**src/rtl/dice_pkg.sv**
```systemverilog
// dice_pkg -- shared types and constants for the dice roller.
//   face_t   : 3-bit die face, legal values FACE_MIN..FACE_MAX
//   state_t  : roller sequencing states
//   FACE_SUM : opposite faces of a die always add up to this value
package dice_pkg;

  typedef logic [2:0] face_t;

  typedef enum logic [1:0] {
    IDLE = 2'd0,
    ROLL = 2'd1,
    SLOW = 2'd2
  } state_t;

  localparam face_t FACE_MIN = 3'd1;
  localparam face_t FACE_MAX = 3'd6;
  localparam face_t FACE_SUM = 3'd7;

endpackage

```
**src/rtl/dice_step.sv**
```systemverilog
// dice_step -- combinational next-face function for one die.
// The candidates are the four faces other than v and its opposite
// (FACE_SUM - v), taken in ascending order; sel picks one of them.
// Ports:
//   v         in   current face
//   sel       in   2-bit random selector
//   next_face out  face shown after the step
module dice_step
  import dice_pkg::*;
(
  input  face_t       v,
  input  logic [1:0]  sel,
  output face_t       next_face
);

  face_t      opp;
  logic [2:0] idx;

  assign opp = FACE_SUM - v;

  always_comb begin
    next_face = FACE_MIN;
    idx       = 3'd0;
    for (int f = int'(FACE_MIN); f <= int'(FACE_MAX); f++) begin
      if (face_t'(f) != v && face_t'(f) != opp) begin
        if (idx == {1'b0, sel}) next_face = face_t'(f);
        idx = idx + 3'd1;
      end
    end
  end

endmodule

```
**src/rtl/dice_roller.sv**
```systemverilog
// dice_roller -- electronic dice with a fast roll phase and a slowing
// settle phase.
//
//   state | meaning
//   IDLE  | dice hold; Valid reports a completed roll
//   ROLL  | button held, dice step every 2 cycles
//   SLOW  | button released, step period doubles 2,4,..,MAX_INTERVAL
//
// Ports:
//   Clock      in   rising-edge clock
//   nReset     in   asynchronous active-low reset
//   Ran        in   2 random bits per die (die i: Ran[2i+1:2i])
//   Roll       in   roll request, level sensitive
//   DiceValue  out  3 bits per die (die i: DiceValue[3i+2:3i])
//   Rolling    out  state is not IDLE
//   Valid      out  dice settled after a completed roll
//   Sum        out  total of all faces (only with DICE_ROLLER_SUM_EN)
//
// Build option: define DICE_ROLLER_SUM_EN to add the Sum output.
module dice_roller
  import dice_pkg::*;
#(
  parameter int NUM_DICE     = 2,
  parameter int MAX_INTERVAL = 64
) (
  input  logic                  Clock,
  input  logic                  nReset,
  input  logic [2*NUM_DICE-1:0] Ran,
  input  logic                  Roll,
  output logic [3*NUM_DICE-1:0] DiceValue,
  output logic                  Rolling,
  output logic                  Valid
`ifdef DICE_ROLLER_SUM_EN
  ,
  output logic [4:0]            Sum
`endif
);

  // One extra bit so the interval can hold MAX_INTERVAL itself.
  localparam int CW = $clog2(MAX_INTERVAL) + 1;

  state_t        state, state_nxt;
  logic [CW-1:0] cnt, cnt_nxt;
  logic [CW-1:0] interval, interval_nxt;
  logic          valid_nxt;
  logic          step;

  face_t face      [NUM_DICE];
  face_t face_step [NUM_DICE];

  always_ff @(posedge Clock or negedge nReset) begin
    if (!nReset) begin
      state    <= IDLE;
      cnt      <= '0;
      interval <= '0;
      Valid    <= 1'b0;
    end else begin
      state    <= state_nxt;
      cnt      <= cnt_nxt;
      interval <= interval_nxt;
      Valid    <= valid_nxt;
    end
  end

  // A change of Roll takes priority over a step due on the same edge.
  always_comb begin
    state_nxt    = state;
    cnt_nxt      = cnt;
    interval_nxt = interval;
    valid_nxt    = Valid;
    step         = 1'b0;
    case (state)
      IDLE: begin
        if (Roll) begin
          state_nxt = ROLL;
          cnt_nxt   = '0;
          valid_nxt = 1'b0;
        end
      end
      ROLL: begin
        if (!Roll) begin
          state_nxt    = SLOW;
          cnt_nxt      = '0;
          interval_nxt = CW'(2);
        end else if (cnt == CW'(1)) begin
          step    = 1'b1;
          cnt_nxt = '0;
        end else begin
          cnt_nxt = cnt + CW'(1);
        end
      end
      SLOW: begin
        if (Roll) begin
          state_nxt = ROLL;
          cnt_nxt   = '0;
        end else if (cnt == interval - CW'(1)) begin
          step    = 1'b1;
          cnt_nxt = '0;
          if (interval == CW'(MAX_INTERVAL)) begin
            state_nxt = IDLE;
            valid_nxt = 1'b1;
          end else begin
            interval_nxt = interval << 1;
          end
        end else begin
          cnt_nxt = cnt + CW'(1);
        end
      end
      default: begin
        state_nxt = IDLE;
      end
    endcase
  end

  assign Rolling = (state != IDLE);

  for (genvar i = 0; i < NUM_DICE; i++) begin : g_die
    dice_step u_step (
      .v         (face[i]),
      .sel       (Ran[2*i+1:2*i]),
      .next_face (face_step[i])
    );
    assign DiceValue[3*i+2:3*i] = face[i];
  end

  // Ran only reaches the face registers on step edges.
  always_ff @(posedge Clock or negedge nReset) begin
    if (!nReset) begin
      for (int i = 0; i < NUM_DICE; i++) face[i] <= FACE_MIN;
    end else if (step) begin
      for (int i = 0; i < NUM_DICE; i++) face[i] <= face_step[i];
    end
  end

`ifdef DICE_ROLLER_SUM_EN
  always_comb begin
    Sum = 5'd0;
    for (int i = 0; i < NUM_DICE; i++) Sum = Sum + 5'(face[i]);
  end
`endif

endmodule

```
**config.mk**
```make
export PLATFORM = sky130hd
export DESIGN_NAME = dice_roller
export DESIGN_NICKNAME = d
export VERILOG_FILES = /design/src/rtl/dice_pkg.sv /design/src/rtl/dice_step.sv /design/src/rtl/dice_roller.sv
export SDC_FILE = /design/constraint.sdc
export NUM_CORES = 1
export LEC_CHECK = 0
export ABC_AREA = 0
export BUFFER_PORTS_ARGS = -buffer_cell sky130_fd_sc_hd__buf_2
export CORE_AREA = 2 2 68 70
export CTS_BUF_LIST = sky130_fd_sc_hd__clkbuf_4 sky130_fd_sc_hd__clkbuf_8
export CTS_CLUSTER_SIZE = 40
export DETAILED_ROUTE_END_ITERATION = 6
export DIE_AREA = 0 0 70 72
export PLACE_DENSITY_LB_ADDON = 0.08
export SYNTH_ARGS = -nofsm -noshare
export SYNTH_HDL_FRONTEND = slang
export SYNTH_HIERARCHICAL = 1
export SYNTH_SLANG_ARGS = --single-unit
```
**constraint.sdc**
```tcl
create_clock -name Clock -period 3.1 [get_ports Clock]
set_input_delay 0.465 -clock Clock [delete_from_list [all_inputs] [get_ports Clock]]
set_output_delay 0.465 -clock Clock [all_outputs]
set_load 0.05 [all_outputs]
```
==> out/summary.txt, run 1 <==
RR Startpoint -> DiceValue[3]
Hold Slack -> 168 ps
Yosys cell types -> 68
Tightest Pin Transition -> 521 ps
Tcrit/Tclk final -> 92.8%
Leak Pwr -> 1.05 nW
CTS tree -> built
Area of the die -> 0.00504 mm²
Pwr dens -> 1130 mW/mm²
First-iteration detailed-routing DRC count -> 81
Post-synth EDFFs -> 0
Kind of critical path -> reg -> reg
Initial core utilization -> 55.8%
RD Place Congestion -> 0.881
Core Util, Final -> 58.5%
Synth top area share -> 21.1%
Number of global-route vias before repair -> 1915
Cell count after synthesis -> 273
First-pass GRT wire length -> 8740 µm
Drt total wl -> 4850 µm
Synth area leaders -> dfrtp_1 21%, ha_1 6.8%, a21oi_1 4.4%, mux2_4 3.8%, xnor2_1 3.7%
Routed vias/inst -> 6.01
Dpl ws -> 216 ps
Total CTS buffers -> 3
Arrival time of the worst setup path -> 3030 ps
NetSw -> 1.44 mW
Fmax -> 0.348 GHz
Syn_nets -> 293
Max H-tree Level -> 1
Inst Count DP -> 327
Post-synthesis sequential area ratio -> 23.3%
Sw frac -> 51.1%
VDD IR-drop max -> 0.000471 V
DR WL/cell -> 14.6 µm
Cells on worst reg2reg path -> 10
Post-synthesis area per instance -> 8.71 µm²
Post-DP HPWL -> 3670 µm
Non-Filler Instances -> 331
Total power -> 2.81 mW
Largest net degree at the start of global routing -> 23
DR vias -> 1989
Top_reg_cell synth -> dfrtp_1
WP data required -> 3250 ps
Final setup viols -> 0
Max Slew Vio Count -> 0
Worst-path fanout max -> 13
Endpoint class of the critical path -> flop
Clk_lat worst skew -> 260 ps
Clock Pin Slew Worst Setup and Hold Paths -> 80 ps
RSZ-0062 raised after global routing -> no
Post_cts resized -> 0
# Post-CTS Setup Buffers -> 0
Tot GR Track Use -> 21.1%
Worst setup margin -> 224 ps
Share of post-route cells with drive strength above 1 -> 24.4%
Total global routing overflow -> 0
Max Root-Sink Buffers -> 2
Max Cap Violations -> 0
R2r endpoint -> DiceValue[4]
Worst Hold Class -> in -> async
DRC Markers -> 0
Cell taking the most area after synthesis -> dfrtp_1
Comb pwr share -> 73.1%
Area delta synth->final -> 5.00%
Layout Skew -> 2.88 ps
Total Nets Final -> 300
Port Buf Inserts -> 14
Setup TNS Final -> 0 ps
Synth Register Bits -> 22
Finished Cell Area -> 0.00250 mm²
Ys async rst share -> 100%
ANT cells -> 0
CP startpoint kind -> flop
Warnings, synthesis -> 6
Placed cell areas -> 0.00245 mm²
Flop2flop setup slack -> 220 ps
Hold-fix buffers, CTS -> 0
Routed Antenna Nets -> 0
Core footprint -> 0.00426 mm²
Clock sinks -> 22
Final hold viol count -> 0
Initial antenna violation count -> 0
CTS Root Cell -> clkbuf_8
I/O pin count -> 15
Synthesized area -> 0.00238 mm²
Row cnt -> 24
Relative slew slack -> 65.3%
Overall die height -> 72 µm
Status -> completed
Die X -> 70 µm
Proportion of power drawn by the clock network -> 6.9%
Crit path time final -> 2880 ps
Sequential share of power -> 20.0%
Drt pass-1 iters -> 6
Internal -> 1.37 mW
cell type report:
class                   count  area, µm²
multi-input cells         213       1640
clock buffers               4       48.8
well taps                  52       65.1
repair buffers             18        100
fillers                   411       1770
flip-flops and latches     22        558
inverters                  22       82.6
power groups by stage:
stage | Sequential, mW | Clock [mW] | Combinational (mW)
final | 0.562 | 0.194 | 2.05
after global routing | 0.590 | 0.209 | 2.29
after CTS | 0.561 | 0.204 | 2.07
after detailed placement | 0.568 | 0 | 2.06
after global placement | 0.562 | 0 | 2.04
after floorplan | 0.585 | 0 | 1.73
kinds of logic (layout without fill, tap and decap cells):
family          Yosys count  count (layout)  share of synthesized area [%]
simple gates             91              91                           21.7
compound gates           82              82                           27.8
buf+inv                  38              44                           8.53
flops                    22              22                           23.3
xor+xnor                 16              16                           5.89
fa+ha+maj                13              13                           6.84
mux                      11              11                           5.95
worst max-delay path, stage by stage (launching register included):
cell	delay, ps
dfstp_2	660
nand2b_4	180
mux2i_1	80
ha_1	330
xor2_1	170
ha_2	210
o211a_2	260
a2111oi_4	320
o31ai_2	110
a31o_1	180
mux2_4	260
metal layers:
metal / routed length (µm) / part of all wire [%] / global-route usage [%]
met2: 2330 / 48 / 36.9
met5: 0 / 0 / 0
met1: 2330 / 48 / 27.9
met4: 77 / 1.6 / 6.84
met3: 106 / 2.2 / 1.94
flip-flops by register name (all words and copies together) (netlist names):
| signal | cells |
|---|---|
| cnt | 7 |
| DiceValue | 6 |
| interval | 6 |
| state | 2 |
| Valid | 1 |
worst max-delay path by stage:
stage | from | to | slack [ps] | depth (start not counted)
6_report | DiceValue[3] | DiceValue[4] | 220 | 10
4_1_cts | DiceValue[0] | DiceValue[1] | 210 | 10
5_1_grt | DiceValue[0] | DiceValue[1] | 70 | 10
2_1_floorplan | DiceValue[0] | DiceValue[1] | 10 | 12
3_5_place_dp | DiceValue[0] | DiceValue[1] | 220 | 10
3_3_place_gp | DiceValue[3] | DiceValue[4] | 280 | 10
Yosys cell counts (all sizes together), types with 3 or more instances:
master  count
nor4b       4
nand3      16
buf        14
xnor2      10
a211oi      6
mux2        7
xor2        6
nand4       3
o31ai       4
nand2b      4
or2         3
o21ai      11
a221oi      4
nand2      24
and3        4
inv        22
o211ai      6
nor2       18
mux2i       4
ha         13
nor3        4
dfrtp      20
a31o        3
a21oi      23
cells in the final DEF (no fill, tap or decap), types with 3 or more instances in the layout:
cell type	Yosys	routed
ha_1	13	11
a21oi_1	21	21
xnor2_1	10	10
and3_1	4	4
clkbuf_8	0	3
mux2_4	6	6
inv_1	20	20
o21ai_0	10	10
nand4_1	3	3
buf_4	2	4
dfrtp_2	0	4
a211oi_2	3	3
mux2i_1	4	4
nand2_1	23	23
nor2_1	16	16
a221oi_1	4	4
nand3_1	15	15
nor3_1	3	3
xor2_1	6	6
dfrtp_1	20	16
o211ai_1	6	6
buf_2	6	14
Power figures use the tool's default switching activity.
==> run 2, diff against run 1 <==
- CORE_AREA: 2 2 68 70 -> 2 2 63 65
- DIE_AREA: 0 0 70 72 -> 0 0 65 67
- GPL_ROUTABILITY_DRIVEN: not set -> 1
- clock period: 3.1 -> 3.5 ns (I/O delays scaled with it)
==> out/summary.txt, run 2 (synthesis results as in run 1) <==
Status -> completed
Largest net degree at the start of global routing -> 23
Kind of critical path -> reg -> reg
Fmax -> 0.310 GHz
Worst Hold Class -> in -> async
Clock sinks -> 22
Hold-fix buffers, CTS -> 0
DR WL/cell -> 14.9 µm
Endpoint class of the critical path -> flop
CP startpoint kind -> flop
NetSw -> 1.28 mW
Setup TNS Final -> 0 ps
VDD IR-drop max -> 0.000528 V
Final hold viol count -> 0
First-pass GRT wire length -> 8570 µm
CTS tree -> built
CTS Root Cell -> clkbuf_8
Layout Skew -> 6.42 ps
Top reg by flops -> cnt
Met3 wire len -> 164 µm
RD Place Congestion -> 0.879
ANT cells -> 0
Largest register FFs -> 7
First-iteration detailed-routing DRC count -> 134
Sequential share of power -> 17.8%
Clock Pin Slew Worst Setup and Hold Paths -> 80 ps
Overall die height -> 67 µm
Number of global-route vias before repair -> 1860
Total CTS buffers -> 3
Area delta synth->final -> 5.00%
Row cnt -> 22
Initial antenna violation count -> 0
Initial core utilization -> 65.9%
Met2 WL -> 2350 µm
Tcrit/Tclk final -> 92.1%
DRC Markers -> 0
Max Root-Sink Buffers -> 2
Top Metal Used -> met4
Port Buf Inserts -> 14
Proportion of power drawn by the clock network -> 9.6%
I/O pin count -> 15
Max Slew Vio Count -> 0
Tot GR Track Use -> 25.1%
Total power -> 2.54 mW
Clk_lat worst skew -> 270 ps
Routed vias/inst -> 6.13
WP data required -> 3660 ps
Worst-path fanout max -> 13
Area of the die -> 0.00436 mm²
Drt pass-1 iters -> 4
Post_cts resized -> 0
Share of post-route cells with drive strength above 1 -> 21.8%
DR vias -> 2010
Dpl ws -> 316 ps
Tightest Pin Transition -> 511 ps
Max H-tree Level -> 1
Core footprint -> 0.00361 mm²
Crit path time final -> 3220 ps
Internal -> 1.25 mW
Relative slew slack -> 65.8%
Max Cap Violations -> 0
Most frequent cells in the layout -> 23 x nand2_1, 21 x a21oi_1, 20 x dfrtp_1, 20 x inv_1, 16 x nor2_1
Finished Cell Area -> 0.00250 mm²
Die X -> 65 µm
Placed cell areas -> 0.00242 mm²
Inst Count DP -> 324
Total Nets Final -> 301
RSZ-0062 raised after global routing -> no
Post-DP HPWL -> 3650 µm
Comb pwr share -> 72.6%
Leading cell type in the layout, fill and taps excluded -> nand2_1
Leak Pwr -> 1.06 nW
Non-Filler Instances -> 328
Worst setup margin -> 276 ps
Total global routing overflow -> 0
Arrival time of the worst setup path -> 3380 ps
Pwr dens -> 1020 mW/mm²
Final setup viols -> 0
# Post-CTS Setup Buffers -> 0
Sw frac -> 50.6%
M1 wire length -> 2310 µm
Routed Antenna Nets -> 0
Drt total wl -> 4880 µm
-- run 2: worst paths after layout --
check                        startpoint            to  slack (ps)  depth (start not counted)
setup / recovery           DiceValue[0]  DiceValue[1]         280                         10
hold / removal                   nReset        cnt[2]         220                          1
setup reg to reg           DiceValue[0]  DiceValue[1]         280                         10
hold reg to reg                  cnt[6]        cnt[6]         550                          1
max in group asynchronous        nReset  DiceValue[0]        2920                          1
min in group Clock               cnt[6]        cnt[6]         550                          1
-- run 2: final cells by class --
cell class,instances,area [µm²]
clock buffers,3,41.3
clock inverters,1,30.0
fillers,321,1110
inverters,22,82.6
multi-input cells,213,1620
flip-flops and latches,22,553
well taps,48,60.1
repair buffers,19,108
-- run 2: through the flow --
step                util (%)  hold WS (ps)
global route            69.2           256
floorplan                  -           229
detailed placement      67.2           527
finish                  69.2           216
CTS                     69.2           232
global placement        67.2           523
-- run 2: metal layers --
metal | track usage, % | up-vias
li1 | - | 1012
met1 | 32.6 | 950
met2 | 43.4 | 41
met3 | 3.21 | 7
met4 | 7.18 | 0
met5 | 0 | -
-- run 2: power by group through the flow --
| stage | logic, mW | registers, mW | clock network (mW) |
|---|---|---|---|
| floorplan | 1.48 | 0.514 | 0 |
| global placement | 1.80 | 0.453 | 0 |
| detailed placement | 1.83 | 0.455 | 0 |
| CTS | 1.84 | 0.451 | 0.244 |
| global route | 2.04 | 0.470 | 0.253 |
| finish | 1.84 | 0.452 | 0.244 |
-- run 2: worst max-delay path, stage by stage, from the launching register on --
cell	delay (ps)
dfstp_2	670
nand2b_1	180
mux2i_1	90
ha_1	470
xor2_1	230
ha_1	260
o211a_2	270
a2111oi_4	360
o31ai_2	140
a31o_1	190
mux2_4	260
==> run 3, diff against run 2 <==
- CORE_AREA: 2 2 63 65 -> 2 2 62 64
- DIE_AREA: 0 0 65 67 -> 0 0 64 66
- SYNTH_HIERARCHICAL: 1 -> not set
- clock period: 3.5 -> 3.9 ns (I/O delays scaled with it)
==> out/summary.txt, run 3 <==
Leading cell type in the layout, fill and taps excluded -> inv_1
Routed Antenna Nets -> 0
Final setup viols -> 0
Total global routing overflow -> 0
Leak Pwr -> 1.05 nW
Worst Hold Class -> in -> async
Yosys cell types -> 64
Total Nets Final -> 309
CP startpoint kind -> flop
Internal -> 1.07 mW
Warnings, synthesis -> 0
Row cnt -> 22
Inst Count DP -> 332
Crit path time final -> 3540 ps
Largest register FFs -> 7
Comb pwr share -> 73.0%
# Post-CTS Setup Buffers -> 0
Clock sinks -> 22
Synth Register Bits -> 22
Cells on worst reg2reg path -> 16
Status -> completed
VDD IR-drop max -> 0.000467 V
Area of the die -> 0.00422 mm²
Clock Pin Slew Worst Setup and Hold Paths -> 120 ps
CTS Root Cell -> clkbuf_4
Tot GR Track Use -> 23.9%
Count leader, synth -> inv_1
First-pass GRT wire length -> 8210 µm
DRC Markers -> 0
Tcrit/Tclk final -> 90.7%
Area delta synth->final -> 6.20%
Cell count after synthesis -> 283
Most frequent cells in the layout -> 22 x inv_1, 20 x dfrtp_1, 20 x nand2_1
Multi-input logic area -> 0.00159 mm²
Top_reg_cell synth -> dfrtp_1
Critical Path Source -> DiceValue[0]
Arrival time of the worst setup path -> 3760 ps
DR vias -> 2072
Setup TNS Final -> 0 ps
Initial antenna violation count -> 0
RR Startpoint -> DiceValue[0]
First-iteration detailed-routing DRC count -> 175
Top reg by flops -> cnt
Total CTS buffers -> 3
Routed vias/inst -> 6.17
Relative slew slack -> 64.0%
RSZ-0062 raised after global routing -> no
Drt pass-1 iters -> 4
Cell taking the most area after synthesis -> dfrtp_1
Layout Skew -> 2.06 ps
Largest net degree at the start of global routing -> 23
Tightest Pin Transition -> 536 ps
Max H-tree Level -> 1
Number of global-route vias before repair -> 1880
Total power -> 2.20 mW
Synthesized area -> 0.00230 mm²
Post-synthesis sequential area ratio -> 24.0%
Hold-fix buffers, CTS -> 0
Overall die height -> 66 µm
Ys async rst share -> 100%
Synth cell count leaders -> 22 x inv_1, 20 x dfrtp_1, 20 x nand2_1, 17 x nor2_1, 16 x o21ai_0
WP data required -> 4120 ps
Post-synthesis area per instance -> 8.14 µm²
Hold Slack -> 213 ps
Final hold viol count -> 0
Drt total wl -> 4680 µm
Clk_lat worst skew -> 310 ps
Endpoint class of the critical path -> flop
Non-Filler Instances -> 336
Setup crit end -> DiceValue[1]
Proportion of power drawn by the clock network -> 7.9%
Sw frac -> 51.5%
Post-synth EDFFs -> 0
Initial core utilization -> 64.8%
Syn_nets -> 303
Synth area leaders -> dfrtp_1 22%, ha_1 7.1%, xnor2_1 4.9%, inv_1 3.6%, o21ai_0 3.5%
Pwr dens -> 899 mW/mm²
NetSw -> 1.13 mW
Share of post-route cells with drive strength above 1 -> 12.8%
FF/Latch Area -> 557 µm²
Max Cap Violations -> 0
Sequential share of power -> 19.0%
Synth top area share -> 21.7%
RD Place Congestion -> 0.845
R2r endpoint -> DiceValue[1]
Max Root-Sink Buffers -> 2
Max Slew Vio Count -> 0
Port Buf Inserts -> 14
Worst-path fanout max -> 17
Flop2flop setup slack -> 360 ps
CTS tree -> built
DR WL/cell -> 13.9 µm
Kind of critical path -> reg -> reg
Fmax -> 0.283 GHz
Fill cell count -> 302
Post-DP HPWL -> 3530 µm
I/O pin count -> 15
Post_cts resized -> 0
ANT cells -> 0
Die X -> 64 µm
Core footprint -> 0.00355 mm²
==> run 3: stage by stage <==
stage | worst slack [ps] | area, µm² | util, %
detailed placement | 337 | 2380 | 67.1
global route | 17.7 | 2440 | 68.9
global placement | 453 | 2380 | 67.1
finish | 363 | 2440 | 68.9
CTS | 322 | 2440 | 68.6
floorplan | 256 | 2300 | -
==> run 3: cell type report <==
class,instances,area share (%)
clock buffers,3,0.921
clock inverters,1,1.23
inverters,23,3.53
multi-input cells,221,65.0
flip-flops and latches,22,22.8
well taps,48,2.46
repair buffers,18,4.09
==> run 3: worst max-delay path, stage by stage, from the launching register on <==
cell and delay, ps:
dfstp_4 730, nor2b_1 60, a21oi_1 190, inv_1 60
ha_1 300, inv_1 140, xnor2_1 90, ha_1 350
inv_1 70, nand2_1 60, ha_1 250, mux2i_1 110
a32o_1 210, o31a_1 230, nor3_1 260, o31ai_2 110
o22a_1 200
==> run 3: routing by layer <==
metal	track usage [%]	up-vias	share of wire, %
met2	43.6	32	50
met5	0	-	0
met1	30.7	978	47
met3	1.53	4	2.5
li1	-	1058	-
met4	6.25	0	0.90
==> run 3: cells by family (layout without fill, tap and decap cells) <==
kind of cell             Yosys count  in the layout  synth area share, %
AND/OR/NAND/NOR                   92             92                 21.9
AO/OA/AOI/OAI                     90             90                 29.5
multiplexers                       5              5                 2.34
XOR/XNOR                          21             21                 7.99
adder cells (fa/ha/maj)           13             13                 7.07
flip-flops                        22             22                 24.0
buffers and inverters             40             45                 7.17
==> run 3: worst min path at each step <==
| stage | end | slack [ps] | cells past startpoint |
|---|---|---|---|
| floorplan | DiceValue[1] | 290 | 0 |
| global placement | Valid | 510 | 2 |
| global route | state[1] | 240 | 1 |
| detailed placement | Valid | 530 | 2 |
| CTS | state[0] | 220 | 1 |
| finish | cnt[4] | 210 | 1 |
==> run 3: power groups by stage <==
stage               clock network [mW]  logic (mW)  registers (mW)
global route                     0.184        1.81           0.434
detailed placement                   0        1.59           0.417
finish                           0.174        1.61           0.419
CTS                              0.178        1.60           0.412
floorplan                            0        1.30           0.423
global placement                     0        1.57           0.414
